--- config.mk ---
export PLATFORM = sky130hd
export DESIGN_NAME = maj_data_sampler
export DESIGN_NICKNAME = d
export VERILOG_FILES = /design/src/rtl/uart_rx_pkg.sv /design/src/rtl/bit_sync.sv /design/src/rtl/maj_data_sampler.sv
export SDC_FILE = /design/constraint.sdc
export NUM_CORES = 1
export LEC_CHECK = 0
export ABC_AREA = 1
export CAP_MARGIN = 20
export CORE_MARGIN = 2
export CORE_UTILIZATION = 60
export CTS_CLUSTER_SIZE = 12
export DETAILED_ROUTE_END_ITERATION = 16
export DONT_BUFFER_PORTS = 1
export GPL_TIMING_DRIVEN = 0
export PLACE_DENSITY_LB_ADDON = 0.15
export SETUP_SLACK_MARGIN = 0.02
export SKIP_LAST_GASP = 1
export SYNTH_ARGS = -nofsm -noshare
export SYNTH_HDL_FRONTEND = slang
export SYNTH_SLANG_ARGS = --single-unit
--- constraint.sdc ---
create_clock -name MSamp_CLK -period 3.1 [get_ports MSamp_CLK]
set_input_delay 0.62 -clock MSamp_CLK [delete_from_list [all_inputs] [get_ports MSamp_CLK]]
set_output_delay 0.62 -clock MSamp_CLK [all_outputs]
set_load 0.01 [all_outputs]
--- src/rtl/uart_rx_pkg.sv ---
// ---------------------------------------------------------------------------
// uart_rx_pkg
// Shared definitions for the UART receive path: the edge counter, the RX FSM
// and the majority-vote data sampler.
//   DEF_PRESCALE_W : default width of the edge-count / prescale buses
//   MAX_SAMPLES    : largest supported samples-per-bit (odd, 1..7)
//   clog2()        : ceiling log2, usable in constant expressions
// ---------------------------------------------------------------------------
package uart_rx_pkg;

    localparam int DEF_PRESCALE_W = 6;
    localparam int MAX_SAMPLES    = 7;

    // Smallest r with 2**r >= value; clog2(1) = 0.
    function automatic int clog2(input int value);
        int r;
        r = 0;
        for (int i = 0; i < 31; i++) begin
            if ((1 << i) < value) begin
                r = i + 1;
            end
        end
        return r;
    endfunction

endpackage

--- src/rtl/bit_sync.sv ---
// ---------------------------------------------------------------------------
// bit_sync
// STAGES-flop synchroniser for a single asynchronous input. STAGES = 0
// turns it into a plain wire.
//   clk   : destination clock
//   rst_n : asynchronous active-low reset, clears every stage
//   d     : asynchronous input
//   q     : input delayed by STAGES clocks
// ---------------------------------------------------------------------------
module bit_sync #(
    parameter int STAGES = 2
) (
    input  logic clk,
    input  logic rst_n,
    input  logic d,
    output logic q
);

    generate
        if (STAGES == 0) begin : g_bypass
            // Clock and reset are intentionally unused in bypass mode.
            logic unused_bypass;
            assign unused_bypass = &{1'b0, clk, rst_n};
            assign q = d;
        end else begin : g_chain
            logic [STAGES-1:0] sr;

            // NOTE: sequential state uses non-blocking assignments so every
            // stage samples the value its predecessor held before the edge.
            always_ff @(posedge clk or negedge rst_n) begin
                if (!rst_n) begin
                    sr <= '0;
                end else begin
                    sr[0] <= d;
                    for (int i = 1; i < STAGES; i++) begin
                        sr[i] <= sr[i-1];
                    end
                end
            end

            assign q = sr[STAGES-1];
        end
    endgenerate

endmodule

--- src/rtl/maj_data_sampler.sv ---
// ---------------------------------------------------------------------------
// maj_data_sampler
// Takes NUM_SAMPLES oversampled readings of the (synchronised) serial line,
// centred on the middle of each bit period, and majority-votes them into one
// recovered bit. Results are registered and qualified by a one-cycle strobe.
//   MSamp_CLK          : oversampling clock
//   MSamp_RST          : asynchronous active-low reset
//   MSamp_edge_cnt     : oversample edge index inside the current bit
//   MSamp_prescale     : oversampling ratio (even, >= 2*NUM_SAMPLES)
//   MSamp_data_samp_en : sampling enable from the RX FSM
//   MSamp_RX_IN        : raw serial line
//   MSamp_sample       : majority-voted bit, valid with the strobe
//   MSamp_sample_valid : one-cycle strobe, one clock after the final sample
//   MSamp_noise_err    : samples of the bit disagreed, valid with the strobe
//   MSamp_cfg_err      : prescale too small for the sample window
// ---------------------------------------------------------------------------
module maj_data_sampler
    import uart_rx_pkg::*;
#(
    parameter int PRESCALE_W  = DEF_PRESCALE_W,
    parameter int NUM_SAMPLES = 3,
    parameter int SYNC_STAGES = 2
) (
    input  logic                  MSamp_CLK,
    input  logic                  MSamp_RST,
    input  logic [PRESCALE_W-1:0] MSamp_edge_cnt,
    input  logic [PRESCALE_W-1:0] MSamp_prescale,
    input  logic                  MSamp_data_samp_en,
    input  logic                  MSamp_RX_IN,
    output logic                  MSamp_sample,
    output logic                  MSamp_sample_valid,
    output logic                  MSamp_noise_err,
    output logic                  MSamp_cfg_err
);

    localparam int CNT_W = clog2(NUM_SAMPLES + 1);
    // One extra bit so start + samp_idx can never wrap.
    localparam int AW    = PRESCALE_W + 1;

    localparam logic [AW-1:0]    HALF_A   = AW'(NUM_SAMPLES / 2);
    localparam logic [AW-1:0]    NS_A     = AW'(NUM_SAMPLES);
    localparam logic [AW-1:0]    TWO_NS_A = AW'(2 * NUM_SAMPLES);
    localparam logic [CNT_W-1:0] HALF_C   = CNT_W'(NUM_SAMPLES / 2);
    localparam logic [CNT_W-1:0] NS_C     = CNT_W'(NUM_SAMPLES);
    localparam logic [CNT_W-1:0] LAST_IDX = CNT_W'(NUM_SAMPLES - 1);

    logic             rx_s;
    logic [CNT_W-1:0] samp_idx;
    logic [CNT_W-1:0] ones_cnt;

    logic [AW-1:0]    prescale_x;
    logic [AW-1:0]    edge_x;
    logic [AW-1:0]    centre;
    logic [AW-1:0]    win_start;
    logic [AW-1:0]    win_last;
    logic [AW-1:0]    expected_edge;
    logic [CNT_W-1:0] ones_total;
    logic             cfg_bad;
    logic             take;
    logic             take_final;
    logic             abort;

    bit_sync #(
        .STAGES (SYNC_STAGES)
    ) u_rx_sync (
        .clk   (MSamp_CLK),
        .rst_n (MSamp_RST),
        .d     (MSamp_RX_IN),
        .q     (rx_s)
    );

    // NOTE: every signal written here gets a default first, so no path can
    // leave one unassigned and infer a latch.
    always_comb begin
        prescale_x    = {1'b0, MSamp_prescale};
        edge_x        = {1'b0, MSamp_edge_cnt};
        centre        = prescale_x >> 1;
        win_start     = '0;
        win_last      = '0;
        expected_edge = '0;
        ones_total    = ones_cnt + CNT_W'(rx_s);
        cfg_bad       = 1'b0;
        take          = 1'b0;
        take_final    = 1'b0;
        abort         = 1'b0;

        if (centre >= HALF_A) begin
            win_start = centre - HALF_A;
        end
        win_last      = win_start + NS_A - AW'(1);
        // last > prescale-1 written as last >= prescale to avoid underflow.
        cfg_bad       = (win_last >= prescale_x) || (prescale_x < TWO_NS_A);
        expected_edge = win_start + AW'(samp_idx);

        take       = MSamp_data_samp_en && !MSamp_cfg_err && (edge_x == expected_edge);
        take_final = take && (samp_idx == LAST_IDX);
        // A bit boundary or a skipped expected edge drops a partial window.
        abort      = !MSamp_data_samp_en ||
                     ((samp_idx != '0) && ((edge_x == '0) || (edge_x > expected_edge)));
    end

    always_ff @(posedge MSamp_CLK or negedge MSamp_RST) begin
        if (!MSamp_RST) begin
            samp_idx           <= '0;
            ones_cnt           <= '0;
            MSamp_sample       <= 1'b0;
            MSamp_sample_valid <= 1'b0;
            MSamp_noise_err    <= 1'b0;
            MSamp_cfg_err      <= 1'b0;
        end else begin
            MSamp_cfg_err      <= cfg_bad;
            MSamp_sample_valid <= take_final;

            if (take_final) begin
                MSamp_sample    <= (ones_total > HALF_C);
                MSamp_noise_err <= (ones_total != '0) && (ones_total != NS_C);
                samp_idx        <= '0;
                ones_cnt        <= '0;
            end else if (take) begin
                samp_idx <= samp_idx + CNT_W'(1);
                ones_cnt <= ones_total;
            end else if (abort) begin
                samp_idx <= '0;
                ones_cnt <= '0;
            end
        end
    end

endmodule

# After elaboration in Yosys (flattened, before gate mapping)
# Index checks and enable logic that the tools add are counted.
[totals] reg_bits=10 input_bits=16 out_inout_bits=4 word_cells=41
[classes] add_sub_neg=6 order_cmp=5 eq_ne=3 mux=6 reduce_logical=14
[op_table] op="2-bit 2-to-1 mux" count=5
[op_table] op="7-bit by 2-bit adder with 7-bit output" count=1
[op_table] op="7-bit by 2-bit adder with 7-bit output, second input constant" count=1
[op_table] op="6-bit by 7-bit == test with 1-bit output" count=1
[op_table] op="7-bit by 6-bit >= comparator with 1-bit output" count=1
[op_table] op="6-bit by 7-bit greater-than comparator with 1-bit output" count=1
[op_table] op="7-bit 2-to-1 mux" count=1
[op_table] op="7-bit by 1-bit subtractor with 7-bit output, second input constant" count=1
[op_table] op="6-bit zero test" count=1
[op_table] op="6-bit by 3-bit < comparator with 1-bit output, second input constant" count=1
[op_table] op="5-bit by 1-bit subtractor with 6-bit output, second input constant" count=1
[op_table] op="5-bit by 1-bit >= comparator with 1-bit output, second input constant" count=1
[op_table] op="1-bit logical AND" count=5
[op_table] op="2-bit nonzero test" count=2
[op_table] op="1-bit logical OR" count=3
[op_table] op="3-bit nonzero test" count=1
[op_table] op="2-bit by 1-bit adder with 2-bit output" count=1
[op_table] op="2-bit by 1-bit adder with 2-bit output, second input constant" count=1
[op_table] op="2-bit == test, second input constant" count=1
[op_table] op="2-bit by 1-bit greater-than comparator with 1-bit output, second input constant" count=1
[op_table] op="1-bit zero test" count=2
[op_table] op="2-bit != test, second input constant" count=1

# Longest topological paths before layout
# Gate-level depths: netlist of the first run.
[depth] ltp_word=10 ltp_mapped=22 mapped_depth_nobuf=22

# Hierarchy
# From an unflattened synthesis of the first run, not the netlist that was laid out.
[unflattened] cells_unflattened=144 area_unflattened_um2=1148.6
[by_module_without_submodules] module="maj_data_sampler" n_inst=1 cells_each=142 area_each_um2=1098.6 seq_area_each_um2=200.2
[by_module_without_submodules] module="bit_sync" n_inst=1 cells_each=2 area_each_um2=50.0 seq_area_each_um2=50.0

# Worst setup path before layout of the first run
# No wires, ideal clock.
[synth_timing] kind="input port to flip-flop" startpoint="in MSamp_prescale[1]" endpoint="reg MSamp_noise_err" setup_ps=119 arrival_ps=3278 required_time_ps=2981 path_slack_ps=-296 path_stages=19 path_buffers=0 path_cell_list="inv_1 -> ha_1 -> inv_1 -> nor2_1 -> nand3_2 -> nand2_1 -> inv_1 -> ha_1 -> a21oi_1 -> nor3_1 -> nand2_1 -> xor2_1 -> ha_1 -> nand2_1 -> nor4_2 -> nand3_4 -> nor2_4 -> nand2_1 -> o21a_1"
[synth_between] elab_chain_cells=6 elab_cells_between_ends=7 classes_between="add/sub: 2; order compare: 1; eq/ne: 1; mux: 1; reduce/logical: 2"
[synth_rtl] element="from (decl)" line="maj_data_sampler.sv:27" text="input logic [PRESCALE_W-1:0] MSamp_prescale,"
[synth_rtl] element="5-bit by 1-bit subtractor with 6-bit output or 5-bit by 1-bit >= comparator with 1-bit output (tied branches)" line="maj_data_sampler.sv:88, maj_data_sampler.sv:87"
[synth_rtl] element="7-bit 2-to-1 mux (*)" line="maj_data_sampler.sv:87" text="if (centre >= HALF_A) begin"
[synth_rtl] element="7-bit by 2-bit adder with 7-bit output (*)" line="maj_data_sampler.sv:93" text="expected_edge = win_start + AW'(samp_idx);"
[synth_rtl] element="6-bit by 7-bit == test with 1-bit output (*)" line="maj_data_sampler.sv:95" text="take = MSamp_data_samp_en && !MSamp_cfg_err && (edge_x == expected_edge);"
[synth_rtl] element="1-bit logical AND (*)" line="maj_data_sampler.sv:95"
[synth_rtl] element="1-bit logical AND (*)" line="maj_data_sampler.sv:96" text="take_final = take && (samp_idx == LAST_IDX);"
[synth_rtl] element="named net take_final" line="maj_data_sampler.sv:60" text="logic take_final;"
[synth_rtl] element="to (signal assigned)" line="maj_data_sampler.sv:116" text="MSamp_noise_err <= (ones_total != '0) && (ones_total != NS_C);"
[synth_rtl] element="to (decl)" line="maj_data_sampler.sv:32" text="output logic MSamp_noise_err,"
# The timed path passes the listed nets; every way through them passes the cells marked *.
# A chain may end at the register's enable or synchronous reset.

# Final worst setup path of the first run
[layout_timing] startpoint="in MSamp_prescale[2]" endpoint="reg MSamp_noise_err"
# Same word-level chain as after synthesis.

==> run summary, run 1 <==
Synth cell count leaders: nand2_1, inv_1, ha_1
Nets: 203
Clk pin slew, worst setup/hold paths: 70 ps
Combinational share of power: 0.332
CTS max path bufs: 2
Rows: 15
Synthesized area per cell: 7.58 µm²
Global-route wire length before repair: 3740 µm
Pre-antenna DRT Iters: 4
Number of antenna diodes: 0
Cells after Synth: 149
Pre-CTS WS: -383 ps
Synth cell types: 26
Share of cells above drive strength 1: 0.285
Dominant synthesized flop cell: dfrtp_1
Buffers on Ports: 0
Final Critical Period: 3150 ps
Die height: 47.4 µm
CP dominant cell by count: nor2_4
DRC violation count after routing: 0
Number of global-route vias before repair: 949
WL final: 2370 µm
VDD IR max: 0.000248 V
Syn. warnings: 0
Via count: 979
LEAKAGE: 0.719 nW
Most common cell in the netlist: nand2_1
Fillers: 116
Clock share of power: 0.309
Max stage delay on crit path: 390 ps
Initial core utilization: 0.647
DIE AREA: 0.00225 mm²
Initial antenna violation count: 0
Critical setup path kind: in2reg
Number of synthesized flops with an enable pin: 0
Sequential share of power: 0.358
Synthesis-stage register bit count: 10
Worst path cell trace: clkinvlp_4 > ha_4 > inv_2 > nor2_4 > nand3_4 > inv_4 > nor2_4 > ha_4 > inv_2 > fa_2 > xor2_2 > ha_1 > nand2_2 > nor4_4 > nand3_4 > nor2_4 > nand2_1 > o21a_1
Failing checks: setup timing
Power consumption: 0.000390 W
Max-cap violation count: 0
Peak Freq: 317 MHz
CP arrival: 3320 ps
Grt ovf: 0
Post-DP Area: 0.00124 mm²
Largest cells by area after synthesis: dfrtp_1, ha_1, nand2_1
Antenna-violating nets left: 0
Slew margin rel.: 0.787
Synthesized area: 0.00113 mm²
Largest net degree at the start of global routing: 11
CTS Buf Count: 3
Vias per inst: 5.15
DIE WIDTH: 47.4 µm
Internal: 0.000263 W
Max stage delay cell, worst path: fa_2
Synth-to-layout area growth: 24.9%
I/O Pins: 20
Post-synthesis sequential area ratio: 0.221
Yosys top cell area share: 0.221
Core area: 0.00175 mm²
Worst min path class: in2async
Cell area after layout: 0.00141 mm²
RSZ-0062 raised after global routing: true
Async set-reset flop share out of synthesis: 1.00
Switching pwr: 0.000127 W
Clk_skew: 3.15 ps
Hold Vio Cnt, Final: 0
Post-DP HPWL: 1890 µm
Status: finished, violations left
Clk_lat worst skew: 270 ps
WL per Instance: 12.5 µm
Final Worst Setup Slack: -54.9 ps
Root Buffer: clkbuf_4
CTS Sinks: 10
Switch share: 0.325
Kind of end point of the critical path: register
TritonCTS clock tree: done
WP data required: 3270 ps
Startpoint types: input pin
GP Congestion: 0.870
GR Util All Layers: 0.240
Worst slew pin tran: 317 ps
Final Cycle Share: 1.02
# H-tree levels: 1
Drt initial violations: 8
Setup violations, final: 4
Area leader, netlist: dfrtp_1
Worst-path fanout max: 4
Power Density: 276 mW/mm²
Max-slew violation total from the final report: 0
Synth Net Count: 186
==> metrics by stage <==
stage | hold slack [ps] | cells | setup TNS [ps] | utilization
after floorplan | 324 | 149 | -312 | -
after global placement | 325 | 174 | -1800 | 0.713
after detailed placement | 325 | 174 | -2290 | 0.713
after CTS | 28.5 | 185 | 0 | 0.774
after global routing | 21.1 | 190 | -1030 | 0.809
final | 31.5 | 190 | -102 | 0.809
==> final timing paths <==
path	startpoint	end	slack (ps)	cells past startpoint
setup reg to reg	samp_idx[0]	MSamp_noise_err	540	11
max in group asynchronous	MSamp_RST	ones_cnt[0]	3000	0
hold / removal	MSamp_RST	MSamp_noise_err	30	0
hold reg to reg	u_rx_sync.g_chain.sr[0]	u_rx_sync.g_chain.sr[1]	370	0
setup / recovery	MSamp_prescale[2]	MSamp_noise_err	-50	18
min in group MSamp_CLK	MSamp_RX_IN	u_rx_sync.g_chain.sr[0]	370	0
==> cell type report <==
class | instances | area, µm² | share of cell area
Timing Repair Buffer | 12 | 93.8 | 0.0665
Clock buffer | 4 | 36.3 | 0.0257
Sequential cell | 10 | 250 | 0.177
Inverter | 28 | 115 | 0.0816
Tap cell | 25 | 31.3 | 0.0222
Multi-Input combinational cell | 111 | 885 | 0.627
==> power by group through the flow <==
stage	Combinational [W]	Sequential (W)	Clock [W]
finish	0.000130	0.000140	0.000121
global route	0.000146	0.000140	0.000127
CTS	0.000122	0.000140	0.000120
detailed placement	0.000114	0.000142	0
global placement	0.000108	0.000143	0
floorplan	0.0000931	0.000142	0
==> registers in the layout, indices dropped and copies added (netlist names) <==
signal and cells:
MSamp_cfg_err 1, MSamp_sample_valid 1, MSamp_sample 1, samp_idx 2
MSamp_noise_err 1, ones_cnt 2, u_rx_sync.g_chain.sr 2
==> layer usage <==
| layer | wire (µm) | track usage | part of all wire | up-vias |
|---|---|---|---|---|
| met5 | 0 | 0 | 0 | - |
| met4 | 12 | 0.0333 | 0.0051 | 0 |
| met3 | 107 | 0.0692 | 0.045 | 2 |
| met2 | 1250 | 0.416 | 0.53 | 20 |
| met1 | 999 | 0.301 | 0.42 | 448 |
| li1 | - | - | - | 509 |
==> cells by family (layout without fill, tap and decap cells) <==
group,after synthesis,in the layout,synth area share
compound gates,13,13,0.0775
simple gates,68,68,0.299
xor+xnor,9,9,0.0698
flops,10,10,0.221
buf+inv,28,44,0.0930
fa+ha+maj,21,21,0.239
==> worst max-delay path: cells and delay by family <==
family / cells / cell delay [ps]
xor gates and xnor gates: 1 / 170
and+or+nand+nor: 8 / 1120
adders and majority gates: 4 / 1060
buffers and inverters: 4 / 260
AOI/OAI and AO/OA: 1 / 100
==> cell usage in the layout (no fill, tap or decap), types with 2 or more instances in the layout <==
cell,instances
o21ai_0,5
inv_1,20
nand2_1,28
xnor2_1,3
nand3_1,9
xor2_1,5
nor2_1,11
dfrtp_1,10
nor2_2,2
a21oi_1,3
nand3b_1,2
buf_4,11
ha_1,17
nand3_4,3
nand2_2,4
inv_2,5
ha_4,3
clkbuf_4,3
clkinvlp_4,2
nor2_4,4
==> timing repair <==
action,4_1_cts,5_1_grt
hold buffers,0,0
buffers inserted,7,5
pin swaps,8,14
resized for setup,3,6
endpoints found under the setup margin,6,7
Power figures use the tool's default switching activity.
==> inputs of run 2 (changes only) <==
==> constraint.sdc (replaced) <==
create_clock -name MSamp_CLK -period 3.1 [get_ports MSamp_CLK]
set_input_delay 0.31 -clock MSamp_CLK [delete_from_list [all_inputs] [get_ports MSamp_CLK]]
set_output_delay 0.31 -clock MSamp_CLK [all_outputs]
set_load 0.01 [all_outputs]
==> run summary, run 2 (synthesis gave the netlist of run 1 again) <==
Worst slew pin tran: 450 ps
GP Congestion: 0.872
CTS Buf Count: 3
LEAKAGE: 0.664 nW
Root Buffer: clkbuf_4
Hold Vio Cnt, Final: 0
Share of cells above drive strength 1: 0.173
VDD IR max: 0.000322 V
Status: complete, no violations
Synth-to-layout area growth: 12.5%
CTS Sinks: 10
Buffers on Ports: 0
Rows: 15
Initial core utilization: 0.647
Most frequent cells in the layout: nand2_1, inv_1, ha_1
Max stage delay on crit path: 390 ps
Post-DP HPWL: 1700 µm
FF-to-FF setup slack: 630 ps
Startpoint types: input pin
Vias per inst: 5.14
Largest net degree at the start of global routing: 11
Number of antenna diodes: 0
RSZ-0062 raised after global routing: false
WL final: 2140 µm
Final Critical Period: 2900 ps
Clk_skew: 2.32 ps
Drt initial violations: 16
Top Registers: ones_cnt x2, samp_idx x2, u_rx_sync.g_chain.sr x2
Peak Freq: 345 MHz
Slew margin rel.: 0.699
DRC violation count after routing: 0
Critical setup path kind: in2reg
Power Density: 291 mW/mm²
Die height: 47.4 µm
Commonest non-fill, non-tap cell in the layout: nand2_1
CTS max path bufs: 2
Clk pin slew, worst setup/hold paths: 60 ps
Max stage delay cell, worst path: fa_2
Clk_lat worst skew: 260 ps
GR Util All Layers: 0.213
Kind of end point of the critical path: register
Max-cap violation count: 0
Worst min path class: in2reg
Worst-path fanout max: 5
WP data required: 3250 ps
Number of global-route vias before repair: 815
Final Cycle Share: 0.934
Pre-antenna DRT Iters: 4
Core area: 0.00175 mm²
DIE WIDTH: 47.4 µm
Power consumption: 0.000370 W
Grt ovf: 0
Nets: 194
TNS Setup: 0 ps
Antenna-violating nets left: 0
Setup violations, final: 0
DIE AREA: 0.00225 mm²
TritonCTS clock tree: done
Worst path cell trace: clkinvlp_4 > ha_4 > inv_1 > nor2_1 > nand3_2 > inv_2 > nor2_2 > ha_1 > inv_1 > fa_2 > xor2_1 > ha_1 > nand2_1 > nor4_4 > nand3_4 > nor2_4 > nand2_1 > o21a_1
Max-slew violation total from the final report: 0
Via count: 930
WL per Instance: 11.8 µm
Initial antenna violation count: 0
# H-tree levels: 1
Global-route wire length before repair: 3320 µm
CP arrival: 3050 ps
I/O Pins: 20
## run 2: changes by cell type in the layout (fill, tap and decap cells not counted), sizes merged
cell / change
buf: -10
dlygate4sd3: +1
## run 2: layout make-up
type	instances	area, µm²
Tap cell	25	31.3
Multi-Input combinational cell	111	816
Sequential cell	10	250
Timing Repair Buffer	3	25.0
Inverter	28	113
Fill cell	166	474
Clock buffer	4	36.3
## run 2: path summary, 6_finish.rpt
kind,from,end,cells after the start
max,MSamp_prescale[1],MSamp_noise_err,18
min,MSamp_RX_IN,u_rx_sync.g_chain.sr[0],0
max reg2reg,samp_idx[0],MSamp_noise_err,11
min reg2reg,u_rx_sync.g_chain.sr[0],u_rx_sync.g_chain.sr[1],0
max in group asynchronous,MSamp_RST,ones_cnt[0],1
min in group asynchronous,MSamp_RST,MSamp_sample,1
## run 2: power by group
part           switching (W)  internal [W]
clock network      0.0000453     0.0000713
registers         0.00000482      0.000135
logic              0.0000671     0.0000464
## run 2: worst max-delay path: cells and delay by family
kind	cells	cell delay (ps)
AOI/OAI and AO/OA	1	100
and+or+nand+nor	8	1080
xor gates and xnor gates	1	180
adders and majority gates	4	1080
buffers and inverters	4	300
## run 2: metrics by stage
stage	cell area [µm²]	worst slack, ps	utilization	hold WS [ps]	cells
after floorplan	1140	67.8	-	14.4	149
after detailed placement	1170	-324	0.670	14.6	174
after global routing	1270	3.28	0.728	48.8	181
after CTS	1230	87.0	0.704	63.5	179
final	1270	203	0.728	71.7	181
after global placement	1170	-263	0.670	14.6	174
## run 2: per-layer routing
metal / routed length [µm] / track usage / up-vias
met3: 118 / 0.0808 / 0
li1: - / - / 491
met1: 988 / 0.275 / 417
met5: 0 / 0 / -
met2: 1040 / 0.351 / 22
met4: 0 / 0.0167 / 0
## run 2: repair_timing
item                                    4_1_cts  5_1_grt
buffers inserted                              0        2
pin swaps                                     0        2
hold buffers                                  1        0
resized for setup                             4        8
endpoints found under the hold margin        10        0
endpoints found under the setup margin        5        6
==> inputs of run 3 (changes only) <==
--- a/config.mk
+++ b/config.mk
@@ -8,7 +8,7 @@
 export ABC_AREA = 1
 export CAP_MARGIN = 20
 export CORE_MARGIN = 2
-export CORE_UTILIZATION = 60
+export CORE_UTILIZATION = 52
 export CTS_CLUSTER_SIZE = 12
 export DETAILED_ROUTE_END_ITERATION = 16
 export DONT_BUFFER_PORTS = 1
@@ -18,4 +18,5 @@
 export SKIP_LAST_GASP = 1
 export SYNTH_ARGS = -nofsm -noshare
 export SYNTH_HDL_FRONTEND = slang
+export SYNTH_HIERARCHICAL = 1
 export SYNTH_SLANG_ARGS = --single-unit
==> run summary, run 3 <==
Status: complete, no violations
Antenna-violating nets left: 0
Worst slew pin tran: 444 ps
WL per Instance: 11.9 µm
Pre-antenna DRT Iters: 5
Vias per inst: 5.13
Number of global-route vias before repair: 913
Setup violations, final: 0
Core area: 0.00215 mm²
Fin cells: 180
Grt ovf: 0
DIE AREA: 0.00260 mm²
Clk_lat worst skew: 260 ps
Crit path buffers/inverters: 2
Hold Vio Cnt, Final: 0
# H-tree levels: 1
Most frequent cells in the layout: nand2_1, inv_1, ha_1
Worst-path fanout max: 5
Synthesized area per cell: 7.98 µm²
Peak Freq: 344 MHz
Largest net degree at the start of global routing: 11
Area leader, netlist: dfrtp_1
Dominant synthesized flop cell: dfrtp_1
Number of antenna diodes: 0
Commonest non-fill, non-tap cell in the layout: nand2_1
Cells after Synth: 144
Die height: 51 µm
Number of synthesized flops with an enable pin: 0
Final Critical Period: 2910 ps
Yosys top cell area share: 0.218
Startpoint types: input pin
Max-cap violation count: 0
Post-DP HPWL: 1690 µm
Rows: 17
CTS max path bufs: 2
Max-slew violation total from the final report: 0
Share of cells above drive strength 1: 0.211
Synth cell count leaders: nand2_1, inv_1, ha_1
Post-synthesis sequential area ratio: 0.218
Synth-to-layout area growth: 13.6%
DP Cell Count: 172
Reg2reg path depth: 12
CP dominant cell by count: nand2_1
Buffers on Ports: 0
Cell class contributing the biggest share of worst-path delay: simple AND/OR/NAND/NOR gates
Synthesis-stage register bit count: 10
Max stage delay cell, worst path: nor4_4
Initial core utilization: 0.535
GP Congestion: 0.872
Most common cell in the netlist: nand2_1
Root Buffer: clkbuf_4
Global-route wire length before repair: 3680 µm
Synth cell types: 28
VDD IR max: 0.000288 V
Critical setup path kind: in2reg
Clk pin slew, worst setup/hold paths: 60 ps
TritonCTS clock tree: done
I/O Pins: 20
Slew margin rel.: 0.703
Drt initial violations: 8
Largest cells by area after synthesis: dfrtp_1, ha_1, nand2_1
Synthesized area: 0.00115 mm²
Async set-reset flop share out of synthesis: 1.00
Worst path cell trace: clkinvlp_4 > ha_4 > nand2_1 > nor2_2 > nor2_1 > ha_1 > inv_1 > fa_2 > nor2_1 > xor2_1 > ha_1 > nand2_1 > nor4_4 > nand3_4 > nor2_4 > nand2_1 > o21a_1
Power consumption: 0.000363 W
CTS Buf Count: 3
Top Registers: ones_cnt x2, samp_idx x2, u_rx_sync/g_chain.sr x2
Worst min path class: in2reg
CP arrival: 3060 ps
Initial antenna violation count: 0
Final Cycle Share: 0.938
GR Util All Layers: 0.188
Instance count on the critical path: 17
WL final: 2130 µm
Max stage delay on crit path: 390 ps
Worst Hold Depth: 0
CTS Sinks: 10
WP data required: 3250 ps
DIE WIDTH: 51 µm
Via count: 923
LEAKAGE: 0.638 nW
Kind of end point of the critical path: register
Synth Net Count: 181
Clk_skew: 5.07 ps
Power Density: 278 mW/mm²
Nets: 190
DRC violation count after routing: 0
Syn. warnings: 6
==> run 3: cell count changes in the layout (fill, tap and decap cells not counted), moves of 2 or more <==
cell	delta
o211ai_1	+2
o21ai_0	-3
nand3b_1	-2
nand2_1	-3
nor2_1	-3
inv_2	-2
nand2_2	+2
==> run 3: cell families after synthesis <==
logic type               synth area share
adder cells (fa/ha/maj)             0.235
AND/OR/NAND/NOR                     0.302
XOR/XNOR                           0.0610
buffers and inverters              0.0882
flip-flops                          0.218
AO/OA/AOI/OAI                      0.0959
==> run 3: final timing paths <==
| check | slack [ps] | endpoint | start |
|---|---|---|---|
| max in group asynchronous | 2360 | samp_idx[1] | MSamp_RST |
| hold / removal | 70 | u_rx_sync/g_chain.sr[0] | MSamp_RX_IN |
| hold reg to reg | 350 | u_rx_sync/g_chain.sr[1] | u_rx_sync/g_chain.sr[0] |
| setup reg to reg | 560 | MSamp_noise_err | samp_idx[0] |
| min in group asynchronous | 430 | MSamp_cfg_err | MSamp_RST |
| setup / recovery | 190 | MSamp_noise_err | MSamp_prescale[2] |
==> run 3: per-layer routing <==
| metal | wire [µm] | track usage | vias to the layer above |
|---|---|---|---|
| met5 | 0 | 0 | - |
| met4 | 4 | 0.0586 | 0 |
| met3 | 98 | 0.0673 | 2 |
| met2 | 1070 | 0.299 | 23 |
| met1 | 963 | 0.236 | 413 |
| li1 | - | - | 485 |
==> run 3: final cells by class <==
type | count | area [µm²]
inverter | 27 | 109
timing repair buffer | 4 | 32.5
clock buffer | 4 | 36.3
sequential | 10 | 250
fill | 198 | 843
tap | 28 | 35.0
multi-input combinational | 107 | 842
==> run 3: timing repair <==
item	4_1_cts	5_1_grt
endpoints found under the setup margin	0	7
buffers inserted	0	3
resized for setup	0	13
hold buffers	1	0
endpoints found under the hold margin	10	0
==> run 3: stage by stage <==
step / area [µm²] / hold slack [ps] / util / setup slack, ps / setup TNS (ps)
floorplan: 1150 / 14.4 / - / 181 / 0
global placement: 1180 / 14.6 / 0.551 / -153 / -745
detailed placement: 1180 / 14.5 / 0.551 / -156 / -768
CTS: 1230 / 65.9 / 0.573 / 108 / 0
global route: 1310 / 42.5 / 0.607 / -4.59 / -5.65
finish: 1310 / 73.6 / 0.607 / 192 / 0
==> run 3: worst register-to-register path, stage by stage, from the launching register on <==
cell     delay (ps)
dfrtp_1         380
ha_1            180
inv_1            50
fa_2            380
nor2_1          140
xor2_1           80
ha_1            270
nand2_1          90
nor4_4          390
nand3_4         160
nor2_4          150
nand2_1          60
o21a_1          100
==> run 3: power breakdown <==
| part | switching, W | total [W] | internal (W) |
|---|---|---|---|
| logic | 0.0000655 | 0.000112 | 0.0000463 |
| registers | 0.00000429 | 0.000139 | 0.000135 |
| clock network | 0.0000408 | 0.000112 | 0.0000712 |
